[config.mk]
export PLATFORM = sky130hd
export DESIGN_NAME = serial_subtractor_ctrl
export DESIGN_NICKNAME = d
export VERILOG_FILES = /design/src/rtl/serial_subtractor_ctrl_pkg.sv /design/src/rtl/serial_subtractor_ctrl_sub_bit_cell.sv /design/src/rtl/serial_subtractor_ctrl.sv
export SDC_FILE = /design/constraint.sdc
export NUM_CORES = 1
export LEC_CHECK = 0
export BUFFER_PORTS_ARGS = -buffer_cell sky130_fd_sc_hd__buf_2
export CORE_MARGIN = 10
export CORE_UTILIZATION = 59
export DETAILED_ROUTE_END_ITERATION = 12
export PLACE_DENSITY = 0.83
export SETUP_SLACK_MARGIN = 0.02
export SYNTH_ARGS = -nofsm -noshare
export SYNTH_HDL_FRONTEND = slang
export SYNTH_HIERARCHICAL = 1
export SYNTH_SLANG_ARGS = --single-unit
[constraint.sdc]
create_clock -name clk -period 4 [get_ports clk]
set_clock_uncertainty 0.2 [all_clocks]
set_input_delay 0.8 -clock clk [delete_from_list [all_inputs] [get_ports clk]]
set_output_delay 0.8 -clock clk [all_outputs]
set_load 0.02 [all_outputs]
[src/rtl/serial_subtractor_ctrl_pkg.sv]
// Shared constants for the bit-serial subtractor controller: FSM encoding and
// the default operand width.
package serial_subtractor_ctrl_pkg;

    localparam int DEFAULT_WIDTH = 8;

    localparam logic [1:0] ST_IDLE = 2'd0;
    localparam logic [1:0] ST_RUN  = 2'd1;
    localparam logic [1:0] ST_DONE = 2'd2;

endpackage

[src/rtl/serial_subtractor_ctrl_sub_bit_cell.sv]
// Combinational 1-bit full subtractor: two half-subtractor stages whose
// borrows are ORed together.
module sub_bit_cell (
    input  logic a,
    input  logic b,
    input  logic bin,
    output logic d,
    output logic bout
);

    logic hs1_d;
    logic hs1_b;
    logic hs2_b;

    assign hs1_d = a ^ b;
    assign hs1_b = ~a & b;

    // Second stage subtracts the incoming borrow from the first-stage difference.
    assign d     = hs1_d ^ bin;
    assign hs2_b = ~hs1_d & bin;

    assign bout  = hs1_b | hs2_b;

endmodule

[src/rtl/serial_subtractor_ctrl.sv]
// Bit-serial WIDTH-bit subtractor: captures a and b on start, feeds one bit
// pair per clock through sub_bit_cell LSB-first and hands off diff/br with done.
module serial_subtractor_ctrl
    import serial_subtractor_ctrl_pkg::*;
#(
    parameter int WIDTH = DEFAULT_WIDTH
) (
    input  logic             clk,
    input  logic             rst,
    input  logic             start,
    input  logic [WIDTH-1:0] a,
    input  logic [WIDTH-1:0] b,
    output logic             busy,
    output logic             done,
    output logic [WIDTH-1:0] diff,
    output logic             br
);

    localparam int                CNT_W    = $clog2(WIDTH + 1);
    localparam logic [CNT_W-1:0] LAST_CNT = CNT_W'(WIDTH - 1);

    logic [1:0]       state;
    logic [WIDTH-1:0] a_sr;
    logic [WIDTH-1:0] b_sr;
    logic [WIDTH-1:0] res_sr;
    logic [WIDTH-1:0] res_next;
    logic [CNT_W-1:0] cnt;
    logic             borrow;
    logic             cell_d;
    logic             cell_bout;

    sub_bit_cell u_cell (
        .a    (a_sr[0]),
        .b    (b_sr[0]),
        .bin  (borrow),
        .d    (cell_d),
        .bout (cell_bout)
    );

    // Result fills from the MSB side so the first (LSB) bit ends up at bit 0.
    generate
        if (WIDTH == 1) begin : g_res_w1
            assign res_next = cell_d;
        end else begin : g_res_wn
            assign res_next = {cell_d, res_sr[WIDTH-1:1]};
        end
    endgenerate

    assign busy = (state == ST_RUN);
    assign done = (state == ST_DONE);

    // NOTE: all state here uses non-blocking assignments so every register
    // samples pre-edge values; blocking would chain the shifts within one edge.
    always_ff @(posedge clk) begin
        if (rst) begin
            // NOTE: the shift registers are plain flops, not a memory, so they
            // are cleared with everything else to keep post-reset state known.
            state  <= ST_IDLE;
            a_sr   <= '0;
            b_sr   <= '0;
            res_sr <= '0;
            cnt    <= '0;
            borrow <= 1'b0;
            diff   <= '0;
            br     <= 1'b0;
        end else begin
            case (state)
                ST_IDLE: begin
                    if (start) begin
                        a_sr   <= a;
                        b_sr   <= b;
                        borrow <= 1'b0;
                        cnt    <= '0;
                        state  <= ST_RUN;
                    end
                end
                ST_RUN: begin
                    a_sr   <= a_sr >> 1;
                    b_sr   <= b_sr >> 1;
                    res_sr <= res_next;
                    borrow <= cell_bout;
                    cnt    <= cnt + CNT_W'(1);
                    // Publish on the last bit so diff/br are valid alongside done.
                    if (cnt == LAST_CNT) begin
                        diff  <= res_next;
                        br    <= cell_bout;
                        state <= ST_DONE;
                    end
                end
                ST_DONE: begin
                    state <= ST_IDLE;
                end
                default: begin
                    state <= ST_IDLE;
                end
            endcase
        end
    end

endmodule

==> results.cfg <==
[sta]
setup_viol_count_final = 0
min_period_ns = 2.53
final_slew_viol_count = 0
slew_headroom_pct = 50.7
achievable-frequency_ghz = 0.395
max_slew.worst_pin.slew_ns = 0.740
postLayoutSetupSlackWorst_ns = 1.47
fin_setup_tns_ns = 0
grt_setup_unrepaired = false
post-route-period-util_pct = 63.3
final-hold-violation-count = 0

[worst_setup_path]
path_delay_family = flip-flops
cp-end-kind = output port
setup.worst_path.class = reg2out
cp_max_stage_cell = sky130_fd_sc_hd__dfxtp_1
path_max_fanout = 15
reg2regPathDepth = 4
timing.critical_path.slowest_cell_delay_ns = 0.51
cell_breakdown_of_the_critical_path = inv_1, nor2_1, buf_2
path_buf_inv = 2
cp-start-kind = flip-flop
cp_data_arrival_time_ns = 1.53
critical_path_cell_count = 3
critical_path_data_required_time_ns = 3.00

[cts]
numCtsBuffers = 5
ctsResizeCount = 0
cts-root-to-sink-buffers = 2
cts_hold_repair.buffers = 0
cts_tree = yes
cts.sink_count = 39
clk-insertion-delay-late_ns = 0.35
clock_tree.root_cell = sky130_fd_sc_hd__clkbuf_4
worst_path_clk_slew_ns = 0.11
htree_levels = 2
post-cts-setup-buffer-count = 0

[routing]
vias_per_cell = 5.83
topRoutingLayerUsed = met4
postRouteWirelength_um = 3700
initialDrtViolationCount = 167
routed-wl-met2_um = 1760
met1Wirelength_um = 1570
detail_route.drc_violations = 0
routed-wl-met3_um = 317
drt-wirelength-per-cell_um = 15.0
detailroute.via_count = 1439
first_pass_iters = 4
ant_nets = 0

[finish]
final_cell_mix = sky130_fd_sc_hd__dfxtp_1 (39), sky130_fd_sc_hd__nor2_1 (32), sky130_fd_sc_hd__buf_2 (29)
layout-drive-gt1-share_pct = 18.1
synthToLayoutAreaGrowth_pct = 7.95
seq_area_sq_um = 781
insertedDiodeCount = 0
area_taken_by_multi_input_logic_gates_sq_um = 841
layout.nets = 236
total_of_fill_cells_in_the_finished_design = 250
final_common_cell = sky130_fd_sc_hd__dfxtp_1

[global_route]
grt_max_degree = 49
first_pass_grt_wire_length_um = 6230
antenna_found_initial = 0
number_of_global_route_vias_before_repair = 1385
grt_overflow = 0
gr_util_all_layers_pct = 14.1

[placed_design]
place_hpwl_um = 2590
placement.setup.worst_slack_ns = 1.78
io_buffers = 29
gp_congestion = 0.779

[hold_path]
holdCritPathClass = reg2reg
min_path_cells = 2

[yosys]
cells_after_synthesis = 193
synth.distinct_cells = 29
area_share_of_the_largest_cell_type_after_synthesis_pct = 44.7
ys_ff_latch = 39
synthDominantAreaCellType = sky130_fd_sc_hd__dfxtp_1
synth_seq_area_share_pct = 44.7
synth.cell_area_sq_um = 1750
synthTopCellsByArea = sky130_fd_sc_hd__dfxtp_1 (45%), sky130_fd_sc_hd__nor2_1 (6.9%), sky130_fd_sc_hd__nand2b_1 (6.8%)
synth.net_count = 214
yosys_warnings = 6
syn-mean-instance-area_sq_um = 9.05

[floorplan]
die_x_um = 74.4
io_pins = 30
die_y_um = 74.4
rows = 19
design.core.area_sq_um = 2810
start_util_pct = 62.3
fp.dieArea_sq_um = 5540

[run]
max_cap_viol_count = 0

[power]
power_density_nw_per_um2 = 365
power_uw = 688
maximum_resistive_drop_on_vdd_mv = 0.224
power.static_leakage_nw = 0.773

[run_status]
status = completed
==> final cells by class <==
cell class	instances	share of cell area, %
Inverter	6	1.19
Timing Repair Buffer	30	8.10
Tap cell	31	2.06
Clock buffer	7	2.39
Clock inverter	1	0.265
Multi-Input combinational cell	133	44.6
Sequential cell	39	41.4
==> cells by family (layout without fill, tap and decap cells) <==
group	count (synthesis)	count (layout)	synth area share [%]
compound gates	44	44	18.5
fa+ha+maj	2	2	1.86
buf+inv	21	44	7.16
flops	39	39	44.7
mux	9	9	5.16
simple gates	78	78	22.6
==> layer usage <==
metal	track usage, %	vias to the layer above
li1	-	709
met5	0	-
met1	17.0	669
met2	22.1	54
met4	6.09	0
met3	5.32	7
==> worst reg2reg max path: cells and delay by family (launching register included) <==
family,cells,cell delay (ns)
simple gates,1,0.09
buf+inv,1,0.27
compound gates,2,0.83
flops,1,0.39
==> power by group <==
part,switching [mW],internal [mW]
clock,0.121,0.0685
sequential,0.0112,0.406
combinational,0.0475,0.0340
total,0.180,0.508
==> sequential cells by signal, indices dropped and copies added, names as in the netlist <==
name,cells
a_sr,8
b_sr,8
diff,8
res_sr,7
cnt,4
state,2
borrow,1
br,1
==> cells in the mapped netlist <==
cell type and number:
sky130_fd_sc_hd__buf_4 3, sky130_fd_sc_hd__a211oi_1 15, sky130_fd_sc_hd__a31oi_1 2, sky130_fd_sc_hd__nor2_1 32
sky130_fd_sc_hd__nor2_4 1, sky130_fd_sc_hd__o21bai_1 1, sky130_fd_sc_hd__clkbuf_1 7, sky130_fd_sc_hd__nand2_1 17
sky130_fd_sc_hd__ha_1 1, sky130_fd_sc_hd__fa_1 1, sky130_fd_sc_hd__nand4b_4 1, sky130_fd_sc_hd__mux2i_1 9
sky130_fd_sc_hd__o2bb2ai_1 11, sky130_fd_sc_hd__clkbuf_2 1, sky130_fd_sc_hd__nand2b_4 1, sky130_fd_sc_hd__a22oi_1 4
sky130_fd_sc_hd__inv_1 6, sky130_fd_sc_hd__buf_6 3, sky130_fd_sc_hd__o22ai_1 3, sky130_fd_sc_hd__nor3_1 1
sky130_fd_sc_hd__a21oi_1 7, sky130_fd_sc_hd__nand3_1 2, sky130_fd_sc_hd__o21ba_1 1, sky130_fd_sc_hd__or3_1 1
sky130_fd_sc_hd__nand2b_1 19, sky130_fd_sc_hd__nor3b_1 1, sky130_fd_sc_hd__dfxtp_1 39, sky130_fd_sc_hd__buf_8 1
sky130_fd_sc_hd__nand3b_1 2
==> stage by stage <==
stage / hold WS [ns] / cells / area [sq um] / utilization [%]
2_1_floorplan: 0.237 / 193 / 1750 / -
3_3_place_gp: 0.246 / 239 / 1840 / 65.4
3_5_place_dp: 0.266 / 239 / 1840 / 65.4
4_1_cts: 0.281 / 247 / 1890 / 67.2
5_1_grt: 0.306 / 247 / 1890 / 67.2
6_report: 0.276 / 247 / 1890 / 67.2
==> final timing paths <==
kind	startpoint	endpoint	slack [ns]
setup / recovery	state[1]	done	1.47
hold / removal	res_sr[3]	res_sr[2]	0.28
setup reg to reg	state[0]	a_sr[4]	2.14
hold reg to reg	res_sr[3]	res_sr[2]	0.28
Power figures use the tool's default switching activity.
